==> src/rtl/scan_pkg.sv <==
// rtl/scan_pkg.sv - shared encodings and constants for the scan index sequencer
package scan_pkg;

  // Stepping mode applied on each prescaled tick
  typedef enum logic [1:0] {
    MODE_UP   = 2'b00,
    MODE_DOWN = 2'b01,
    MODE_PING = 2'b10,
    MODE_HOLD = 2'b11
  } mode_e;

  // Ping-pong travel direction; this is the FSM state
  typedef enum logic {
    DIR_UP   = 1'b0,
    DIR_DOWN = 1'b1
  } dir_e;

  localparam int             IDX_W   = 3;
  localparam logic [IDX_W-1:0] IDX_MAX = 3'd7;

endpackage

==> src/rtl/tick_prescaler.sv <==
// rtl/tick_prescaler.sv - divides the clock into one enabled tick every TICK_DIV cycles
module tick_prescaler #(
  parameter int TICK_DIV = 4,
  parameter int CNT_W    = 16
) (
  input  logic clk,
  input  logic rst_n,
  input  logic en,
  input  logic clr,
  output logic tick
);

  localparam logic [CNT_W-1:0] CNT_LAST = CNT_W'(TICK_DIV - 1);

  logic [CNT_W-1:0] cnt_q;
  logic [CNT_W-1:0] cnt_d;

  // Tick is combinational so the index register can update on the same edge
  assign tick = en && (cnt_q == CNT_LAST);

  // Next count: clear wins, hold while disabled, wrap to zero on the tick
  always_comb begin
    cnt_d = cnt_q;
    if (clr) begin
      cnt_d = '0;
    end else if (en) begin
      cnt_d = tick ? '0 : cnt_q + CNT_W'(1);
    end
  end

  // Count register
  always_ff @(posedge clk or negedge rst_n) begin
    if (!rst_n) begin
      cnt_q <= '0;
    end else begin
      cnt_q <= cnt_d;
    end
  end

endmodule

==> src/rtl/scan_index_sequencer.sv <==
// rtl/scan_index_sequencer.sv - 3-bit scan index generator for a 3-to-8 line decoder
module scan_index_sequencer
  import scan_pkg::*;
#(
  parameter int TICK_DIV = 4,
  parameter int CNT_W    = 16
) (
  input  logic       clk,
  input  logic       rst_n,
  input  logic       en,
  input  logic [1:0] mode,
  input  logic       load,
  input  logic [2:0] load_val,
  output logic       x,
  output logic       y,
  output logic       z,
  output logic       step,
  output logic       wrap
);

  logic             tick;
  logic [IDX_W-1:0] idx_q, idx_d;
  dir_e             dir_q, dir_d;
  logic             step_q, step_d;
  logic             wrap_q, wrap_d;

  tick_prescaler #(
    .TICK_DIV (TICK_DIV),
    .CNT_W    (CNT_W)
  ) u_prescaler (
    .clk   (clk),
    .rst_n (rst_n),
    .en    (en),
    .clr   (load),
    .tick  (tick)
  );

  // Next index, direction and pulses; load overrides and drops any coincident tick
  always_comb begin
    idx_d  = idx_q;
    dir_d  = dir_q;
    step_d = 1'b0;
    wrap_d = 1'b0;
    if (load) begin
      idx_d = load_val;
      dir_d = DIR_UP;
    end else if (tick) begin
      case (mode_e'(mode))
        MODE_UP: begin
          idx_d  = idx_q + 3'd1;
          step_d = 1'b1;
          wrap_d = (idx_q == IDX_MAX);
        end
        MODE_DOWN: begin
          idx_d  = idx_q - 3'd1;
          step_d = 1'b1;
          wrap_d = (idx_q == '0);
        end
        MODE_PING: begin
          step_d = 1'b1;
          if (dir_q == DIR_UP) begin
            if (idx_q == IDX_MAX) begin
              idx_d  = IDX_MAX - 3'd1;
              dir_d  = DIR_DOWN;
              wrap_d = 1'b1;
            end else begin
              idx_d = idx_q + 3'd1;
            end
          end else begin
            if (idx_q == '0) begin
              idx_d  = 3'd1;
              dir_d  = DIR_UP;
              wrap_d = 1'b1;
            end else begin
              idx_d = idx_q - 3'd1;
            end
          end
        end
        default: begin
          idx_d = idx_q;
        end
      endcase
    end
  end

  // State and pulse registers, all updated on the same tick edge
  always_ff @(posedge clk or negedge rst_n) begin
    if (!rst_n) begin
      idx_q  <= '0;
      dir_q  <= DIR_UP;
      step_q <= 1'b0;
      wrap_q <= 1'b0;
    end else begin
      idx_q  <= idx_d;
      dir_q  <= dir_d;
      step_q <= step_d;
      wrap_q <= wrap_d;
    end
  end

  assign x    = idx_q[2];
  assign y    = idx_q[1];
  assign z    = idx_q[0];
  assign step = step_q;
  assign wrap = wrap_q;

endmodule

==> config.mk <==
export PLATFORM = sky130hd
export DESIGN_NAME = scan_index_sequencer
export DESIGN_NICKNAME = d
export VERILOG_FILES = /design/src/rtl/scan_pkg.sv /design/src/rtl/tick_prescaler.sv /design/src/rtl/scan_index_sequencer.sv
export SDC_FILE = /design/constraint.sdc
export NUM_CORES = 1
export LEC_CHECK = 0
export ABC_AREA = 1
export CAP_MARGIN = 10
export CORE_MARGIN = 2
export CORE_UTILIZATION = 61
export CTS_CLUSTER_DIAMETER = 50
export DETAILED_ROUTE_END_ITERATION = 7
export GPL_ROUTABILITY_DRIVEN = 0
export HOLD_SLACK_MARGIN = 0.15
export PLACE_DENSITY = 0.83
export SLEW_MARGIN = 15
export SYNTH_ARGS = -nofsm -noshare
export SYNTH_HDL_FRONTEND = slang
export SYNTH_SLANG_ARGS = --single-unit
==> constraint.sdc <==
create_clock -name clk -period 4.3 [get_ports clk]
set_input_delay 0.86 -clock clk [delete_from_list [all_inputs] [get_ports clk]]
set_output_delay 0.86 -clock clk [all_outputs]
set_load 0.02 [all_outputs]
======== After elaboration in Yosys (flattened, before gate mapping) ========
Cells that the tools add are included.
word-level totals
  register bits after elaboration ......... 22
  input port bits ......................... 9
  word-level logic and storage cells ...... 45
operators by class
  add/subtract/negate cells ............... 3
  equality and inequality tests ........... 4
  muxes and demuxes ....................... 23
  reduce and logical (&&, ||, !) cells .... 10
operator list
  operator               count
  $mux 16                3
  $add 16x1->16 const B  1
  $eq 16x2->1 const B    1
  $mux 3                 5
  $mux 1                 13
  $pmux 3 s3             1
  $reduce_bool 2->1      3
  $reduce_and 2->1       2
  $reduce_bool 4->1      1
  $add 3x1->3 const B    1
  $eq 3x3->1 const B     1
  $logic_not 3->1        1
  $pmux 1 s3             1
  $reduce_or 3->1        1
  $sub 3x1->3 const B    1
  $eq 2x1->1 const B     1
  $eq 2x2->1 const B     1
  $logic_not 2->1        1
  $logic_and 1x1->1      1

======== Depth between registers and ports, before layout ========
Gate-level depths: netlist (run 1).
  word-level depth ........................ 6
  gate-level depth with buffers ........... 11
  mapped depth without buffers ............ 11

======== Cells and area by module ========
From an unflattened synthesis (run 1), not the netlist that was laid out.
second synthesis, totals
  cells, all modules ...................... 230
  area, all modules ....................... 1642.8 um2
modules (own cells, without submodules)
  module                times used  cells each  area each (um2)
  tick_prescaler        1           146         1039.7
  scan_index_sequencer  1           84          603.1

======== Worst setup path after synthesis (run 1) ========
Ideal clock, no wire load.
  path type ............................... input to register
  start point ............................. input mode[0]
  end point ............................... register idx_q[0]
  arrival ................................. 1.670 ns
  data required time ...................... 4.173 ns
  slack ................................... 2.504 ns
  stages .................................. 9
  buffers on the path ..................... 0
  cell sequence ........................... inv_1 > ha_1 > inv_1 > nor2_1 > o21ai_0 > nand3_1 > nand2_1 > nand2_1 > o21ai_0
on the way
  longest elaborated chain between the ends .. 4
  elaborated cells on any way between the ends .. 8
  those cells by class .................... eq/ne: 2; mux: 3; reduce/logical: 3
RTL lines
  item                                RTL line                    source
  from (decl)                         scan_index_sequencer.sv:11  input logic [1:0] mode,
  $eq 2x2->1 (tied with other cells)  scan_index_sequencer.sv:48  case (mode_e'(mode))
  $pmux 3 s3                          scan_index_sequencer.sv:48
  $mux 3                              scan_index_sequencer.sv:47  end else if (tick) begin
  $mux 3                              scan_index_sequencer.sv:44  if (load) begin
  to (signal assigned)                scan_index_sequencer.sv:94  idx_q <= idx_d;
  to (decl)                           scan_index_sequencer.sv:22  logic [IDX_W-1:0] idx_q, idx_d;
Several ways; a longest one is shown, not always the timed one. The select of a mux whose other input is x is not followed.
A chain may end at the register's enable or synchronous reset.

======== Final worst setup path (run 1) ========
  start point ............................. input en
  end point ............................... register idx_q[0]
on the way
  longest elaborated chain between the ends .. 3
RTL lines
  item                         RTL line                    source
  from (decl)                  scan_index_sequencer.sv:10  input logic en,
  $logic_and 1x1->1            tick_prescaler.sv:19        assign tick = en && (cnt_q == CNT_LAST);
  $reduce_bool 2->1 (no line)  --
  $reduce_and 2->1 (no line)   --
No other way between the ends.

==> reports/metrics.cfg, run 1 <==
[status]
outcome = finished, final reports clean

[grt]
overflow = 0
grt_antenna_before_repair = 0
grt_usage_pct = 25.23
grt_max_degree = 23
grt_pass1_wl_mm = 5.388
grt_pass1_vias = 1315

[sta]
slew_headroom_pct = 34.93
worst_pin_slew_ns = 0.9730
final-max-slew-violation-count = 0
fin_crit_sh_pct = 53.90
setup_slack_ns = 1.982
setup_viol = 0
fin_setup_tns_ns = 0
rsz0062_at_grt = false
layout_min_cycle_time_ns = 2.318
max_freq_ghz = 0.4314
skew_ns = 0.002784
finalHoldViolCount = 0

[logic_synthesis]
yosys.area.top_type = dfrtp_1
syn_inst = 222
yosys.cell_count.top_type = nand2_1
synth.avg_cell_area_um2 = 6.921
yosysUniqueCellTypes = 28
yosysSeqAreaShare_pct = 35.83
ys.flop_type = dfrtp_1
synth_top_cell_area_share_pct = 35.83
async_flop_share_pct = 100.0
synth-edff-count = 0
synth.net_count = 242
syn_area_um2 = 1536
yosys_warnings = 0
synth_seq_cells = 22
ys_top_cells_by_count = nand2_1 (56), nor2_1 (43), inv_1 (27), dfrtp_1 (22), nand3_1 (17)
synth_area_leaders = dfrtp_1 (36%), nand2_1 (14%), nor2_1 (11%)

[critical_path]
crit_arrival_ns = 2.55
crit_type = input pin to flop
crit_top_cell = nand2_1
cp-end-kind = flop
rr_worst_depth = 11
cpMaxStageDelayCell = clkdlybuf4s50_1
worstReg2RegStart = u_prescaler.cnt_q[1]$_DFFE_PN0P_
regToRegEndpoint = idx_q[0]$_DFFE_PN0P_
critPathBufInv = 3
worstPathRequired_ns = 4.53
crit_family = simple AND/OR/NAND/NOR gates
crit_chain = clkdlybuf4s50_1 -> inv_2 -> nor2_1 -> nand2_1 -> nor2_1 -> nand2_1 -> nand2_1 -> nand2_1 -> inv_1 -> nand2_1 -> o21ai_0
r2r_setup_slack_ns = 2.31
startpoint_type = input pin
critPathMaxFanout = 11
critPathMaxStageDelay_ns = 0.57

[clock_network]
path_clk_slew_ns = 0.12
postCtsSetupRepairBufs = 0
cts-resized-gates = 0
cts_tree = built
cts_hold_buf = 0
cts_buffer_depth = 2
clock-sinks = 22
cts_buffers = 3
clk_latency_ns = 0.30
root_buffer = clkbuf_4
htree_levels = 1

[route]
dr_total_vias = 1437
vias_per_cell = 5.382
first_iter_violations = 61
drc = 0
wl_mm = 3.278
wl_per_cell_um = 12.28
final_antenna_net_count = 0
dr.pass1.iters = 4

[floorplan]
pin_count = 14
fp.dieH_um = 54.19
rows = 18
fp.dieW_um = 54.19
die_area_um2 = 2936
coreArea_um2 = 2432
start_util_pct = 63.17

[worst_hold_path]
worstHoldStart = u_prescaler.cnt_q[1]$_DFFE_PN0P_
whs_path_depth = 2
min_to = u_prescaler.cnt_q[1]$_DFFE_PN0P_
hold_path_class = flop to flop

[placement]
placed_cell_area_um2 = 1685
hpwlAfterDp_mm = 2.590
port_buffers = 13
pre_cts_slack_ns = 1.689

[final_layout]
nets = 258
area_delta_synth_final_pct = 13.11
diodes = 0
final_area_um2 = 1738
fillers = 208
drive_gt1_share_pct = 5.907

[pwr]
pwr-share-seq_pct = 44.7
power_density_nw_per_um2 = 312.6
p_sw_share_pct = 30.67
peakVddDrop_mv = 0.2473
total_power_uw = 543.2
p_leak_uw = 0.0008371
p_clk_share_pct = 28.6
intPower_uw = 376.6
power_frac_comb_pct = 26.7
p_switching_uw = 166.6

[run]
cap_violations = 0

[routing by layer]
metal | GRT usage, % | wire, µm | up-vias
met1 | 32.35 | 1573 | 667
met4 | 10.42 | 31 | 0
li1 | - | - | 727
met5 | 0 | 0 | -
met2 | 41.77 | 1515 | 39
met3 | 4.167 | 157 | 4
[placed cells by master, fill, tap and decap left out, drive strengths merged]
| cell | instances |
|---|---|
| xor2 | 1 |
| inv | 30 |
| nand3 | 17 |
| nand4 | 3 |
| o21ai | 8 |
| bufinv | 1 |
| a31oi | 1 |
| o21a | 2 |
| nor4 | 1 |
| clkbuf | 3 |
| nor3 | 9 |
| nand3b | 2 |
| a21oi | 6 |
| o211ai | 1 |
| ha | 11 |
| dfrtp | 22 |
| xnor2 | 2 |
| nor2 | 45 |
| nand2 | 57 |
| or2 | 1 |
| and3 | 1 |
| clkdlybuf4s50 | 13 |
[final cells by class]
type / count / area (µm²) / area share (%)
Inverter: 30 / 112.6 / 6.479
Timing Repair Buffer: 13 / 130.1 / 7.487
Multi-Input combinational cell: 168 / 854.6 / 49.17
Clock buffer: 3 / 22.52 / 1.296
Sequential cell: 22 / 550.5 / 31.68
Clock inverter: 1 / 30.03 / 1.728
Tap cell: 30 / 37.54 / 2.160
[how the worst max path moves through the flow]
stage,from,endpoint,cells past startpoint
floorplan,mode[0],idx_q[0]$_DFFE_PN0P_,9
CTS,idx_q[2]$_DFFE_PN0P_,x,1
finish,en,idx_q[0]$_DFFE_PN0P_,11
global placement,load,idx_q[0]$_DFFE_PN0P_,6
detailed placement,en,idx_q[0]$_DFFE_PN0P_,11
global route,en,idx_q[0]$_DFFE_PN0P_,11
[power groups by stage]
stage	combinational [µW]	sequential (µW)	clock, µW
floorplan	90.2	249	0
global placement	138	244	0
detailed placement	143	246	0
CTS	144	242	161
global route	164	245	172
finish	145	243	156
[state kept, by name, summed over array words and instances, names as in the netlist]
register	cells
u_prescaler.cnt_q	16
idx_q	3
dir_q	1
step	1
wrap	1
[metrics by stage]
| stage | std cells | hold slack, ns | util (%) |
|---|---|---|---|
| floorplan | 222 | 0.4750 | - |
| global placement | 263 | 0.5002 | 69.29 |
| detailed placement | 263 | 0.5390 | 69.29 |
| CTS | 267 | 0.5711 | 71.45 |
| global route | 267 | 0.6089 | 71.45 |
| finish | 267 | 0.5792 | 71.45 |
[cells by family after synthesis]
family	share of synthesized area, %
flip-flops	35.83
AO/OA/AOI/OAI	6.678
adder cells (fa/ha/maj)	8.958
buffers and inverters	8.551
AND/OR/NAND/NOR	38.27
XOR/XNOR	1.710
[worst reg2reg max path: stages (launching register included)]
cell	delay [ns]
dfrtp_1	0.41
ha_1	0.25
inv_1	0.10
nor2_1	0.10
nand2_1	0.05
nor2_1	0.14
nand2_1	0.10
nand2_1	0.32
nand2_1	0.19
inv_1	0.13
nand2_1	0.06
o21ai_0	0.07
No activity file was read; power rests on OpenSTA's default activity.
==> run 2, diff against run 1 <==
--- a/config.mk
+++ b/config.mk
@@ -8,12 +8,12 @@
 export ABC_AREA = 1
 export CAP_MARGIN = 10
 export CORE_MARGIN = 2
-export CORE_UTILIZATION = 61
+export CORE_UTILIZATION = 57
 export CTS_CLUSTER_DIAMETER = 50
 export DETAILED_ROUTE_END_ITERATION = 7
 export GPL_ROUTABILITY_DRIVEN = 0
 export HOLD_SLACK_MARGIN = 0.15
-export PLACE_DENSITY = 0.83
+export PLACE_DENSITY = 0.78
 export SLEW_MARGIN = 15
 export SYNTH_ARGS = -nofsm -noshare
 export SYNTH_HDL_FRONTEND = slang
==> constraint.sdc (replaced) <==
create_clock -name clk -period 2.2 [get_ports clk]
set_input_delay 0.44 -clock clk [delete_from_list [all_inputs] [get_ports clk]]
set_output_delay 0.44 -clock clk [all_outputs]
set_load 0.02 [all_outputs]
==> run 2 against run 1 <==
Net effect:
- via count increased by 0.84%
- die area rose by 6.5%
- critical path type is now flop to output port
- critical path depth is 10 lower
==> reports/metrics.cfg, run 2 (synthesis results as in run 1) <==
[status]
outcome = finished, final reports clean  ; unchanged

[final_layout]
nets = 261  ; was 258
drive_gt1_share_pct = 6.695  ; was 5.907%
regMostFlops = u_prescaler.cnt_q  ; unchanged
area_delta_synth_final_pct = 12.62  ; was 13.11%
reg_top3 = u_prescaler.cnt_q (16), idx_q (3)  ; unchanged
final_common_cell = nand2_1  ; unchanged
diodes = 0  ; unchanged
fin_cells = 269  ; was 267
layout_common_cells = nand2_1 (56), nor2_1 (43), inv_1 (27)  ; unchanged
largest_reg_flops = 16  ; unchanged

[clock_network]
cts_buffers = 3  ; unchanged
cts_buffer_depth = 2  ; unchanged
path_clk_slew_ns = 0.12  ; about the same
htree_levels = 1  ; unchanged
cts_tree = built  ; unchanged
cts-resized-gates = 0  ; unchanged
clock-sinks = 22  ; unchanged
cts_hold_buf = 0  ; unchanged
postCtsSetupRepairBufs = 0  ; unchanged
root_buffer = clkbuf_4  ; unchanged
clk_latency_ns = 0.31  ; was 0.30 ns

[critical_path]
rr_worst_depth = 9  ; was 11
startpoint_type = flop  ; was input pin
critPathMaxStageDelay_ns = 0.66  ; was 0.57 ns
crit_family = buffers and inverters  ; was simple AND/OR/NAND/NOR gates
regToRegEndpoint = u_prescaler.cnt_q[6]$_DFFE_PN0P_  ; was idx_q[0]$_DFFE_PN0P_
cp.depth = 1  ; was 11
r2r_setup_slack_ns = 0.52  ; was 2.31 ns
cpMaxStageDelayCell = clkdlybuf4s50_1  ; unchanged
crit_chain = clkdlybuf4s50_1  ; was clkdlybuf4s50_1 -> inv_2 -> nor2_1 -> nand2_1 -> nor2_1 -> nand2_1 -> nand2_1 -> nand2_1 -> inv_1 -> nand2_1 -> o21ai_0
crit_type = flop to output port  ; was input pin to flop
critPathBufInv = 1  ; was 3
cp-end-kind = output port  ; was flop
crit_arrival_ns = 1.48  ; was 2.55 ns
worstReg2RegStart = u_prescaler.cnt_q[0]$_DFFE_PN0P_  ; was u_prescaler.cnt_q[1]$_DFFE_PN0P_
worstPathRequired_ns = 1.76  ; was 4.53 ns
critPathMaxFanout = 6  ; was 11

[worst_hold_path]
hold_path_class = input pin to asynchronous set/reset pin  ; was flop to flop

[pwr]
peakVddDrop_mv = 0.5019  ; was 0.2473 mV
p_leak_uw = 0.0008374  ; was 0.0008371 µW
power_density_nw_per_um2 = 544.6  ; was 312.6 nW/µm²

[sta]
worst_pin_slew_ns = 0.3687  ; was 0.9730 ns
layout_min_cycle_time_ns = 1.915
holdWs_ns = 0.4594  ; was 0.5792 ns
finalHoldViolCount = 0  ; unchanged
fin_setup_tns_ns = 0  ; unchanged
max_freq_ghz = 0.5221
skew_ns = 0.007457  ; was 0.002784 ns
slew_headroom_pct = 75.19  ; was 34.93%
fin_crit_sh_pct = 87.05
final-max-slew-violation-count = 0  ; unchanged
setup_viol = 0  ; unchanged
rsz0062_at_grt = false  ; unchanged
setup_slack_ns = 0.2848  ; was 1.982 ns

[grt]
grt_max_degree = 23  ; unchanged
top_usage_layer = met2  ; unchanged
met2_usage_pct = 42.18  ; was 41.77%
grt_antenna_before_repair = 0  ; unchanged
overflow = 0  ; unchanged
grt_pass1_vias = 1443  ; was 1,315
grt_usage_pct = 24.07  ; was 25.23%
grt_pass1_wl_mm = 6.030  ; was 5.388 mm
grt_use_met1_pct = 28.55  ; was 32.35%
grt_util_met3_pct = 3.023  ; was 4.167%

[route]
wl_per_cell_um = 12.25  ; was 12.28 µm
drc = 0  ; unchanged
final_antenna_net_count = 0  ; unchanged
first_iter_violations = 61  ; unchanged
wl_mm = 3.294  ; was 3.278 mm
dr_total_vias = 1449  ; was 1,437
vias_per_cell = 5.387  ; was 5.382
dr.pass1.iters = 4  ; unchanged

[placement]
port_buffers = 13  ; unchanged
pre_cts_slack_ns = 0.1721  ; was 1.689 ns
hpwlAfterDp_mm = 2.629  ; was 2.590 mm
dp_cells = 266  ; was 263

[floorplan]
die_area_um2 = 3127  ; was 2936 µm²
rows = 18  ; unchanged
fp.dieW_um = 55.92  ; was 54.19 µm
fp.dieH_um = 55.92  ; was 54.19 µm
start_util_pct = 60.91  ; was 63.17%
pin_count = 14  ; unchanged
coreArea_um2 = 2522  ; was 2432 µm²

[run]
cap_violations = 0  ; unchanged

## run 2: worst max path at each step
| stage | startpoint | to | slack (ns) |
|---|---|---|---|
| floorplan | idx_q[0]$_DFFE_PN0P_ | idx_q[2]$_DFFE_PN0P_ | 0.74 |
| global placement | mode[0] | idx_q[0]$_DFFE_PN0P_ | 0.24 |
| detailed placement | mode[0] | idx_q[0]$_DFFE_PN0P_ | 0.17 |
| CTS | idx_q[2]$_DFFE_PN0P_ | x | 0.28 |
| global route | idx_q[2]$_DFFE_PN0P_ | x | 0.23 |
| finish | idx_q[2]$_DFFE_PN0P_ | x | 0.28 |
## run 2: routing by layer
metal / routed length, µm / vias up / share of wire [%]
li1: - / 734 / -
met1: 1393 / 657 / 42
met2: 1636 / 44 / 50
met3: 127 / 14 / 3.9
met4: 138 / 0 / 4.2
met5: 0 / - / 0
## run 2: layout make-up
| class | count | area (µm²) |
|---|---|---|
| clock buffer | 3 | 22.52 |
| fill | 215 | 792.0 |
| inverter | 30 | 112.6 |
| multi-input combinational | 168 | 854.6 |
| sequential | 22 | 550.5 |
| tap | 30 | 37.54 |
| timing repair buffer | 16 | 152.6 |
## run 2: through the flow
stage / power, µW / utilization (%) / area, µm²
6_report: 942.3 / 68.60 / 1730
5_1_grt: 1014 / 68.60 / 1730
4_1_cts: 945.6 / 68.60 / 1730
3_5_place_dp: 765.8 / 67.71 / 1708
3_3_place_gp: 755.9 / 67.71 / 1708
2_1_floorplan: 663.1 / - / 1536
## run 2: where the power goes
part	switching [µW]	internal, µW	total [µW]
sequential	39.4	435	474
combinational	163	120	283
clock	121	63.9	185
total	323	619	942
==> run 3, diff against run 2 <==
==> constraint.sdc (replaced) <==
create_clock -name clk -period 2.2 [get_ports clk]
set_input_delay 0.44 -clock clk [delete_from_list [all_inputs] [get_ports clk]]
set_output_delay 0.44 -clock clk [all_outputs]
set_load 0.1 [all_outputs]
==> run 3 against run 2 <==
Net effect:
- critical endpoint is now idx_q[0]$_DFFE_PN0P_
- clock skew is 0.0058 ns lower
- first-iteration DRC count is 6.6% lower
- sequential power hardly changed
- largest cell class unchanged
- highest routed layer unchanged
==> reports/metrics.cfg, run 3 (synthesis results as in run 1) <==
[final_layout]
regMostFlops = u_prescaler.cnt_q  ; unchanged
layout_common_cells = nand2_1 (56), nor2_1 (43), inv_1 (27)  ; unchanged
reg_top3 = u_prescaler.cnt_q (16), idx_q (3)  ; unchanged
nets = 261  ; unchanged
drive_gt1_share_pct = 8.787  ; was 6.695%
largest_reg_flops = 16  ; unchanged
area_delta_synth_final_pct = 11.81  ; was 12.62%
diodes = 0  ; unchanged
final_common_cell = nand2_1  ; unchanged
final_area_um2 = 1718  ; was 1730 µm²

[sta]
fin_setup_tns_ns = 0  ; unchanged
finalHoldViolCount = 0  ; unchanged
setup_slack_ns = 0.5266  ; was 0.2848 ns
worst_pin_slew_ns = 0.4060  ; was 0.3687 ns
setup_viol = 0  ; unchanged
skew_ns = 0.001624  ; was 0.007457 ns
layout_min_cycle_time_ns = 1.673  ; was 1.915 ns
max_freq_ghz = 0.5976  ; was 0.5221 GHz
rsz0062_at_grt = false  ; unchanged
fin_crit_sh_pct = 76.07  ; was 87.05%
slew_headroom_pct = 72.69  ; was 75.19%
final-max-slew-violation-count = 0  ; unchanged

[clock_network]
path_clk_slew_ns = 0.12  ; about the same
cts_tree = built  ; unchanged
cts-resized-gates = 0  ; unchanged
cts_buffer_depth = 2  ; unchanged
cts_buffers = 3  ; unchanged
postCtsSetupRepairBufs = 0  ; unchanged
clk_latency_ns = 0.31  ; about the same
clock-sinks = 22  ; unchanged
htree_levels = 1  ; unchanged
root_buffer = clkbuf_4  ; unchanged
cts_hold_buf = 0  ; unchanged

[placement]
port_buffers = 13  ; unchanged
hpwlAfterDp_mm = 2.636  ; was 2.629 mm
pre_cts_slack_ns = 0.1749  ; was 0.1721 ns
placed_cell_area_um2 = 1695  ; was 1708 µm²

[critical_path]
critPathMaxFanout = 6  ; unchanged
worstPathRequired_ns = 2.40  ; was 1.76 ns
crit_arrival_ns = 1.88  ; was 1.48 ns
cp-end-kind = flop  ; was output port
startpoint_type = input pin  ; was flop
crit_type = input pin to flop  ; was flop to output port
rr_worst_depth = 8  ; was 9

[route]
dr.pass1.iters = 4  ; unchanged
final_antenna_net_count = 0  ; unchanged
wl_mm = 3.323  ; was 3.294 mm
dr_total_vias = 1430  ; was 1,449
wl_per_cell_um = 12.35  ; was 12.25 µm
first_iter_violations = 57  ; was 61
drc = 0  ; unchanged
vias_per_cell = 5.316  ; was 5.387

[status]
outcome = finished, final reports clean  ; unchanged

[floorplan]
fp.dieW_um = 55.92  ; unchanged
pin_count = 14  ; unchanged
rows = 18  ; unchanged
die_area_um2 = 3127  ; unchanged
start_util_pct = 60.91  ; unchanged
fp.dieH_um = 55.92  ; unchanged
coreArea_um2 = 2522  ; unchanged

[run]
cap_violations = 0  ; unchanged

[pwr]
power_density_nw_per_um2 = 593.2  ; was 544.6 nW/µm²
peakVddDrop_mv = 0.8176  ; was 0.5019 mV
total_power_uw = 1019  ; was 942.3 µW
p_leak_uw = 0.0008453  ; was 0.0008374 µW

[grt]
grt_pass1_vias = 1372  ; was 1,443
grt_max_degree = 23  ; unchanged
grt_pass1_wl_mm = 5.727  ; was 6.030 mm
grt_usage_pct = 23.11  ; was 24.07%
grt_antenna_before_repair = 0  ; unchanged
overflow = 0  ; unchanged

[worst_hold_path]
hold_path_class = input pin to asynchronous set/reset pin  ; unchanged

run 3: worst max-delay path, stage by stage:
cell	delay [ns]
clkdlybuf4s50_1	0.51
inv_1	0.07
ha_1	0.36
inv_1	0.06
nor2_1	0.11
o21ai_0	0.09
nand3_1	0.07
nand2_1	0.05
nand2_1	0.05
o21ai_0	0.07
run 3: routing by layer:
metal / share of wire, % / track usage [%]
met1: 44 / 27.10
met2: 51 / 39.29
met3: 2.7 / 3.256
met4: 2.0 / 14.97
met5: 0 / 0
run 3: power breakdown:
| part | switching [µW] | internal, µW |
|---|---|---|
| Clock | 122 | 64.1 |
| Combinational | 244 | 116 |
| Sequential | 38.9 | 435 |
run 3: final cells by class:
cell class,count,area (µm²)
Clock buffer,3,22.52
Fill cell,219,804.5
Inverter,30,112.6
Multi-Input combinational cell,168,854.6
Sequential cell,22,550.5
Tap cell,30,37.54
Timing Repair Buffer,16,140.1
run 3: path summary, 6_finish.rpt:
| path | to | from | slack (ns) |
|---|---|---|---|
| max in group asynchronous | u_prescaler.cnt_q[0]$_DFFE_PN0P_ | rst_n | 1.52 |
| max reg2reg | u_prescaler.cnt_q[12]$_DFFE_PN0P_ | u_prescaler.cnt_q[1]$_DFFE_PN0P_ | 0.56 |
| min in group clk | u_prescaler.cnt_q[1]$_DFFE_PN0P_ | u_prescaler.cnt_q[1]$_DFFE_PN0P_ | 0.55 |
| max | idx_q[0]$_DFFE_PN0P_ | mode[0] | 0.53 |
| min reg2reg | u_prescaler.cnt_q[1]$_DFFE_PN0P_ | u_prescaler.cnt_q[1]$_DFFE_PN0P_ | 0.55 |
| min | u_prescaler.cnt_q[3]$_DFFE_PN0P_ | rst_n | 0.46 |
run 3: per-stage QoR:
stage | hold WS (ns) | instances | util, %
global placement | 0.5114 | 266 | 67.21
finish | 0.4584 | 269 | 68.11
global route | 0.4938 | 269 | 68.11
floorplan | 0.1444 | 222 | -
CTS | 0.4705 | 269 | 68.11
detailed placement | 0.5267 | 266 | 67.21
